**config.mk**
```make
export PLATFORM = sky130hd
export DESIGN_NAME = bcd_serial_subtractor_flat
export DESIGN_NICKNAME = d
export VERILOG_FILES = /design/src/rtl/bcd_serial_subtractor_if.sv /design/src/rtl/bcd_serial_subtractor.sv /design/src/flat_wrapper.sv
export SDC_FILE = /design/constraint.sdc
export NUM_CORES = 1
export LEC_CHECK = 0
export ABC_CLOCK_PERIOD_IN_PS = 8000
export BUFFER_PORTS_ARGS = -buffer_cell sky130_fd_sc_hd__buf_2
export CAP_MARGIN = 5
export CORE_MARGIN = 5
export CORE_UTILIZATION = 45
export DETAILED_ROUTE_END_ITERATION = 16
export PLACE_DENSITY = 0.66
export SLEW_MARGIN = 20
export SYNTH_ARGS = -nofsm -noshare
export SYNTH_HDL_FRONTEND = slang
export SYNTH_SLANG_ARGS = --single-unit
export TNS_END_PERCENT = 100
```
**constraint.sdc**
```tcl
create_clock -name clk -period 8 [get_ports clk]
set_clock_uncertainty 0.1 [all_clocks]
set_input_delay 1.6 -clock clk [delete_from_list [all_inputs] [get_ports clk]]
set_output_delay 1.6 -clock clk [all_outputs]
set_load 0.005 [all_outputs]
```
**src/rtl/bcd_serial_subtractor_if.sv**
```systemverilog
// Start/done handshake bundle for the digit-serial BCD subtractor.
// The controller drives operands and start; the subtractor returns the sign-magnitude result.
interface bcd_serial_subtractor_if #(
    parameter int DIGITS = 4
);
    logic                  start;
    logic [4*DIGITS-1:0]   a;
    logic [4*DIGITS-1:0]   b;
    logic                  busy;
    logic                  done;
    logic [4*DIGITS-1:0]   z;
    logic                  neg;
    logic                  err;

    modport master (
        output start, a, b,
        input  busy, done, z, neg, err
    );

    modport slave (
        input  start, a, b,
        output busy, done, z, neg, err
    );
endinterface

```
**src/rtl/bcd_serial_subtractor.sv**
```systemverilog
// Digit-serial BCD subtractor: a - b, one digit per clock, LSD first, sign-magnitude result.
// A negative SUB pass leaves the ten's complement, which a second serial pass recomplements.
module bcd_serial_subtractor #(
    parameter int DIGITS = 4
) (
    input  logic                      clk,
    input  logic                      rst_n,
    bcd_serial_subtractor_if.slave    bus
);
    localparam int W  = 4 * DIGITS;
    localparam int IW = (DIGITS > 1) ? $clog2(DIGITS) : 1;
    localparam logic [IW-1:0] LAST = IW'(DIGITS - 1);

    typedef enum logic [1:0] {
        IDLE,
        CHECK,
        SUB,
        FIX
    } state_t;

    state_t        state;
    logic [IW-1:0] idx;
    logic          br;
    logic [W-1:0]  a_sh;
    logic [W-1:0]  b_sh;
    logic [W-1:0]  r_sh;
    logic [4:0]    step;
    logic [W-1:0]  r_next;

    // Returns {borrow_out, digit}; the signed intermediate spans -10..9.
    function automatic logic [4:0] sub_digit(input logic [3:0] x, input logic [3:0] y,
                                             input logic bin);
        logic signed [5:0] d;
        d = $signed({2'b00, x}) - $signed({2'b00, y}) - $signed({5'b00000, bin});
        if (d < 0)
            return {1'b1, 4'(d + 6'sd10)};
        else
            return {1'b0, 4'(d)};
    endfunction

    function automatic logic has_bad(input logic [W-1:0] v);
        logic bad;
        bad = 1'b0;
        for (int i = 0; i < DIGITS; i++)
            if (v[4*i +: 4] > 4'd9)
                bad = 1'b1;
        return bad;
    endfunction

    always_comb begin
        step = 5'd0;
        if (state == FIX)
            step = sub_digit(4'h0, r_sh[3:0], br);
        else
            step = sub_digit(a_sh[3:0], b_sh[3:0], br);
        r_next = (r_sh >> 4) | (W'(step[3:0]) << (W - 4));
    end

    // Operand and result shift registers carry no reset; control qualifies them.
    always_ff @(posedge clk) begin
        case (state)
            IDLE: begin
                if (bus.start) begin
                    a_sh <= bus.a;
                    b_sh <= bus.b;
                end
            end
            SUB: begin
                a_sh <= a_sh >> 4;
                b_sh <= b_sh >> 4;
                r_sh <= r_next;
            end
            FIX: begin
                r_sh <= r_next;
            end
            default: ;
        endcase
    end

    always_ff @(posedge clk) begin
        if (!rst_n) begin
            state    <= IDLE;
            idx      <= '0;
            br       <= 1'b0;
            bus.busy <= 1'b0;
            bus.done <= 1'b0;
            bus.z    <= '0;
            bus.neg  <= 1'b0;
            bus.err  <= 1'b0;
        end else begin
            bus.done <= 1'b0;
            case (state)
                IDLE: begin
                    if (bus.start) begin
                        idx      <= '0;
                        br       <= 1'b0;
                        bus.busy <= 1'b1;
                        state    <= CHECK;
                    end
                end
                CHECK: begin
                    if (has_bad(a_sh) || has_bad(b_sh)) begin
                        bus.err  <= 1'b1;
                        bus.z    <= '0;
                        bus.neg  <= 1'b0;
                        bus.done <= 1'b1;
                        bus.busy <= 1'b0;
                        state    <= IDLE;
                    end else begin
                        state <= SUB;
                    end
                end
                SUB: begin
                    br  <= step[4];
                    idx <= idx + 1'b1;
                    if (idx == LAST) begin
                        idx <= '0;
                        if (step[4]) begin
                            br    <= 1'b0;
                            state <= FIX;
                        end else begin
                            bus.z    <= r_next;
                            bus.neg  <= 1'b0;
                            bus.err  <= 1'b0;
                            bus.done <= 1'b1;
                            bus.busy <= 1'b0;
                            state    <= IDLE;
                        end
                    end
                end
                FIX: begin
                    br  <= step[4];
                    idx <= idx + 1'b1;
                    // The final recomplement borrow is dropped; the sign lives in neg.
                    if (idx == LAST) begin
                        idx      <= '0;
                        br       <= 1'b0;
                        bus.z    <= r_next;
                        bus.neg  <= 1'b1;
                        bus.err  <= 1'b0;
                        bus.done <= 1'b1;
                        bus.busy <= 1'b0;
                        state    <= IDLE;
                    end
                end
                default: state <= IDLE;
            endcase
        end
    end
endmodule

```
**src/flat_wrapper.sv**
```systemverilog
// flat-port wrapper written by rule: the top's interface ports become plain ports
module bcd_serial_subtractor_flat 
#(
    parameter int DIGITS = 4
)
  (clk, rst_n, bus_start, bus_a, bus_b, bus_busy, bus_done, bus_z, bus_neg, bus_err);
  bcd_serial_subtractor_if #(.DIGITS(DIGITS)) bus_i ();
  input  logic clk;
  input  logic rst_n;
  input wire logic [$bits(bus_i.start)-1:0] bus_start;
  input wire logic [$bits(bus_i.a)-1:0] bus_a;
  input wire logic [$bits(bus_i.b)-1:0] bus_b;
  output wire logic [$bits(bus_i.busy)-1:0] bus_busy;
  output wire logic [$bits(bus_i.done)-1:0] bus_done;
  output wire logic [$bits(bus_i.z)-1:0] bus_z;
  output wire logic [$bits(bus_i.neg)-1:0] bus_neg;
  output wire logic [$bits(bus_i.err)-1:0] bus_err;
  assign bus_i.start = bus_start;
  assign bus_i.a = bus_a;
  assign bus_i.b = bus_b;
  assign bus_busy = bus_i.busy;
  assign bus_done = bus_i.done;
  assign bus_z = bus_i.z;
  assign bus_neg = bus_i.neg;
  assign bus_err = bus_i.err;
  bcd_serial_subtractor #(.DIGITS(DIGITS)) u_core (.clk(clk), .rst_n(rst_n), .bus(bus_i));
endmodule
```
**Yosys cells after proc, flatten, opt, wreduce, memory -nomap -nowiden**

Cells that the tools add are included.

- Flip-flop bits (word level): 73
- Output and inout bits: 20

- Reduce and logical (&&, ||, !) cells: 11
- Bitwise logic cells: 1
- $lt $le $gt $ge: 10
- Equality and inequality tests: 9
- $add $sub $neg: 7
- Mux-type cells: 51

Operator list:

| cell | number |
|---|---|
| $mux 16 | 6 |
| $pmux 16 s2 | 2 |
| $pmux 16 s3 | 1 |
| $gt 4x4->1 const B | 8 |
| $mux 1 | 25 |
| $or 12x16->16 | 1 |
| $mux 5 | 3 |
| $mux 2 | 7 |
| $lt 6x1->1 const B | 2 |
| $sub 5x2->6 | 2 |
| $reduce_and 5->1 | 2 |
| $pmux 1 s3 | 3 |
| $add 4x4->4 const B | 2 |
| $pmux 2 s4 | 1 |
| $eq 2x2->1 const B | 3 |
| $ne 2x2->1 const B | 3 |
| $sub 1x4->5 const A | 1 |
| $sub 4x4->5 | 1 |
| $ne 2x1->1 const B | 2 |
| $pmux 1 s4 | 1 |
| $pmux 2 s2 | 1 |
| $reduce_and 2->1 | 2 |
| $reduce_bool 2->1 | 2 |
| $reduce_and 3->1 | 1 |
| 7 further kinds | 7 |

**Depth between registers and ports, before layout**

- Word-level depth: 10
- Mapped depth: 13
- Gate-level depth less buffers: 13

**Least setup slack after synthesis**

No wires, ideal clock.

- Kind: in2reg
- From: input bus_start
- To: register u_core.a_sh[0] (enable)
- Stages on the path: 2
- Required time: 7.479 ns
- Data arrival time: 2.996 ns
- Setup time: 0.421 ns
- Path buffers: 0
- Path slack: 4.483 ns
- Cell sequence: nor2_1 -> nor2_1

- Longest elaborated chain between the ends: 2

RTL lines:

| item | line | text |
|---|---|---|
| start: declaration | flat_wrapper.sv:10 | `input wire logic [$bits(bus_i.start)-1:0] bus_start;` |
| $ne 2x2->1 (no source line) | -- |  |
| $reduce_and 2->1 (no source line) | -- |  |
| end signal: assignment | bcd_serial_subtractor.sv:64 | `a_sh <= bus.a;` |
| end signal: assignment | bcd_serial_subtractor.sv:69 | `a_sh <= a_sh >> 4;` |
| end: declaration | bcd_serial_subtractor.sv:24 | `logic [W-1:0] a_sh;` |

Every way passes these cells.
A chain may end at the register's enable or synchronous reset.

**Final worst setup path**

- From: register u_core.r_sh[0]
- To: register u_core.bus.z[15]

- Longest elaborated chain between the ends: 9

RTL lines:

| item | line | text |
|---|---|---|
| start: declaration | bcd_serial_subtractor.sv:26 | `logic [W-1:0] r_sh;` |
| start signal: assignment | bcd_serial_subtractor.sv:71 | `r_sh <= r_next;` |
| start signal: assignment | bcd_serial_subtractor.sv:74 | `r_sh <= r_next;` |
| $sub 1x4->5 * | bcd_serial_subtractor.sv:34 | `d = $signed({2'b00, x}) - $signed({2'b00, y}) - $signed({5'b00000, bin});` |
| $sub 5x2->6 * | bcd_serial_subtractor.sv:34 |  |
| $lt 6x1->1 or $add 4x4->4 (tied branches) | bcd_serial_subtractor.sv:35, bcd_serial_subtractor.sv:36 |  |
| $mux 5 * | bcd_serial_subtractor.sv:35 | `if (d < 0)` |
| $mux 5 * | bcd_serial_subtractor.sv:52 | `if (state == FIX)` |
| $or 12x16->16 * | bcd_serial_subtractor.sv:56 | `r_next = (r_sh >> 4) \| (W'(step[3:0]) << (W - 4));` |
| via u_core.r_next[15] | bcd_serial_subtractor.sv:28 | `logic [W-1:0] r_next;` |
| $mux 16 | bcd_serial_subtractor.sv:118 | `if (step[4]) begin` |
| $mux 16 | bcd_serial_subtractor.sv:116 | `if (idx == LAST) begin` |
| $pmux 16 s3 * | bcd_serial_subtractor.sv:92 | `case (state)` |
| end signal: assignment | bcd_serial_subtractor.sv:122 | `bus.z <= r_next;` |
| end signal: assignment | bcd_serial_subtractor.sv:138 | `bus.z <= r_next;` |
| end: declaration | bcd_serial_subtractor_if.sv:22 | `output busy, done, z, neg, err` |

Mark *: on every way through the listed nets, which the timed path passes. The rest lies on a longest branch. The select of a mux whose other input is x is not followed.

==> run_results.csv <==
group,metric,value,unit
run_status,status,"completed",
clocking,ctsResizeCount,0,
worst_hold_path,hold_start,"u_core.r_sh[9]$_DFFE_PN_",
sta,final_max_slew_viol_count,0,
clocking,cts_sinks,73,
grt,grtUsageTotal,0.138,
grt,grt_pass1_vias,2180,
power_and_ir_drop,peakVddDrop,135,uV
power_and_ir_drop,power_density,199,mW/mm2
power_and_ir_drop,p_int,602,uW
clocking,post_cts_buffers,0,
power_and_ir_drop,p_leak,0.00160,uW
detailed_routing,antenna_left,0,
die,num_rows,31,
place,pre_cts_ws,4.85,ns
worst_hold_path,hold_path_class,"flip-flop to flip-flop",
die,ios,55,
clocking,numCtsBuffers,9,
layout,drive_gt1_frac,0.360,
yosys,synth.cell_area,0.00343,mm2
place,hpwl,4.59,mm
detailed_routing,wirelength,6.35,mm
detailed_routing,first_pass_iters,4,
critical_path,crit_arrival,3.12,ns
power_and_ir_drop,power_switching,191,uW
yosys,synth_cell_types,59,
power_and_ir_drop,power.share.sequential,0.537,
yosys,syn-num-nets,315,
yosys,synth_top_cell_by_area,"edfxtp_1",
grt,grt_pass1_wl,10.5,mm
sta,tightest_slew,1.05,ns
sta,fmax,334,MHz
die,start_util,0.468,
detailed_routing,viasPerCell,5.19,
detailed_routing,drc,0,
yosys,synthTopCellsByCount,"edfxtp_1 (48), dfxtp_1 (25), mux2_2 (24), inv_1 (16)",
sta,hold_viol_final,0,
power_and_ir_drop,finalPower,792,uW
layout,nNetsFinal,371,
sta,setup_viol,0,
clocking,clockBufferDepth,2,
critical_path,required,8.14,ns
layout,antenna_cells,0,
critical_path,worstPathMaxFanout,5,
critical_path,critPathLaunchType,"flip-flop",
critical_path,r2r_start,"u_core.r_sh[0]$_DFFE_PN_",
sta,min_period,2.99,ns
clocking,root_buffer,"clkbuf_8",
detailed_routing,drtIter0Drc,148,
clocking,cts_tree,"yes",
grt,antenna_found_initial,0,
grt,grt-ovfl-total,0,
die,core,0.00733,mm2
critical_path,criticalPathCategory,"flip-flop to flip-flop",
die,fp.dieH,97.3,um
yosys,ys_seq_elements,73,
critical_path,worst_setup_path_end_kind,"flip-flop",
clocking,worstSkewPairLatency,0.34,ns
clocking,cts_max_level,3,
yosys,synthArstFlopShare,0,
die,dieWidth,97.3,um
place,gp_congestion,0.815,
place,numPortBuffers,54,
yosys,syn_avg_cell_area,12.9,um2
yosys,synth_top_cell_area_share,0.420,
sta,period_share,0.374,
yosys,yosys_warnings,0,
grt,grt_start_max_net_pins,34,
flow_run,drv_cap,0,
power_and_ir_drop,switching_share,0.241,
yosys,yosysMostFrequentCell,"edfxtp_1",
clocking,cts_hold_buf,0,
power_and_ir_drop,comb_power_share,0.110,
power_and_ir_drop,clkPwrFrac,0.352,
sta,relSlewSlack,0.296,
detailed_routing,wire_per_inst,14.9,um
critical_path,crit_path_start,"u_core.r_sh[0]$_DFFE_PN_",
yosys,ys_top_cells_by_area,"edfxtp_1 (42%), dfxtp_1 (15%), mux2_2 (7.9%)",
die,die_area,0.00948,mm2
detailed_routing,num_vias,2214,
layout,fillerInstances,633,
sta,rsz0062_at_grt,"no",
clocking,path_clk_slew,0.08,ns
layout,syn_to_final_growth,15.7,%
sta,worst_slack,5.01,ns
yosys,synthCells,267,
yosys,synth_edf_count,48,
sta,tns,0,ns
yosys,synth-main-ff-cell,"edfxtp_1",
yosys,ys_seq_area_frac,0.566,
sta,whs,0.352,ns
[power groups by stage]
stage               Sequential, uW  Clock, uW  Combinational [uW]
floorplan                      432          0                64.3
detailed placement             435          0                87.5
global route                   427        307                97.1
CTS                            426        284                88.2
finish                         426        279                87.4
global placement               434          0                87.1
[flip-flops by register name, indices dropped and copies added, names as in the netlist, 2 cells and up]
name and count:
u_core.state 2, u_core.r_sh 16, u_core.b_sh 16, u_core.a_sh 16, u_core.bus.z 16, u_core.idx 2
[cell type report]
class,instances,area [um2],share of cell area
inverters,16,60.1,0.0151
clock inverters,7,67.6,0.0170
flip-flops and latches,73,1940,0.489
multi-input cells,167,1370,0.345
repair buffers,56,285,0.0718
clock buffers,9,124,0.0312
well taps,99,124,0.0312
[cells in the final DEF (no fill, tap or decap), types with 4 or more instances in the layout]
master and instances:
edfxtp_1 48, nor3_1 4, and2_1 10, a22o_1 9, inv_1 16, dfxtp_1 25, o21ai_0 15, a22o_2 7
clkbuf_8 9, nor2_1 14, nand2_1 4, ha_1 12, buf_2 54, mux2_2 24, a21oi_1 13, xnor2_1 5
[layer usage]
| layer | vias to the layer above | global-route usage | part of all wire |
|---|---|---|---|
| met5 | - | 0 | 0 |
| met4 | 0 | 0.0458 | 0.0099 |
| met2 | 46 | 0.206 | 0.46 |
| met3 | 6 | 0.0431 | 0.043 |
| li1 | 1115 | - | - |
| met1 | 1047 | 0.191 | 0.48 |
[worst max-delay path, cell delays in order (launching register included)]
cell	delay, ns
edfxtp_1	0.34
inv_1	0.06
ha_1	0.34
inv_1	0.06
ha_1	0.20
xnor2_1	0.13
xnor2_1	0.15
ha_1	0.25
or3b_1	0.40
o31ai_1	0.26
a21oi_1	0.07
a211o_1	0.31
a22o_1	0.20
[worst paths after layout]
check	slack, ns	cells past startpoint	endpoint
hold / removal	0.35	0	u_core.r_sh[5]$_DFFE_PN_
setup / recovery	5.01	12	u_core.bus.z[15]$_SDFFE_PN0P_
setup reg to reg	5.01	12	u_core.bus.z[15]$_SDFFE_PN0P_
hold reg to reg	0.35	0	u_core.r_sh[5]$_DFFE_PN_
[kinds of logic (layout without fill, tap and decap cells)]
| group | count (synthesis) | after routing | synth area share |
|---|---|---|---|
| mux | 28 | 28 | 0.0933 |
| xor+xnor | 7 | 7 | 0.0179 |
| compound gates | 66 | 66 | 0.148 |
| fa+ha+maj | 13 | 13 | 0.0496 |
| buf+inv | 27 | 88 | 0.0368 |
| simple gates | 53 | 53 | 0.0893 |
| flops | 73 | 73 | 0.566 |
[through the flow]
step / instances / instance area (um2) / utilization
5_1_grt: 427 / 3970 / 0.542
2_1_floorplan: 267 / 3430 / -
6_report: 427 / 3970 / 0.542
4_1_cts: 427 / 3970 / 0.542
3_5_place_dp: 411 / 3780 / 0.516
3_3_place_gp: 411 / 3780 / 0.515
(Power assumes the default switching activity.)
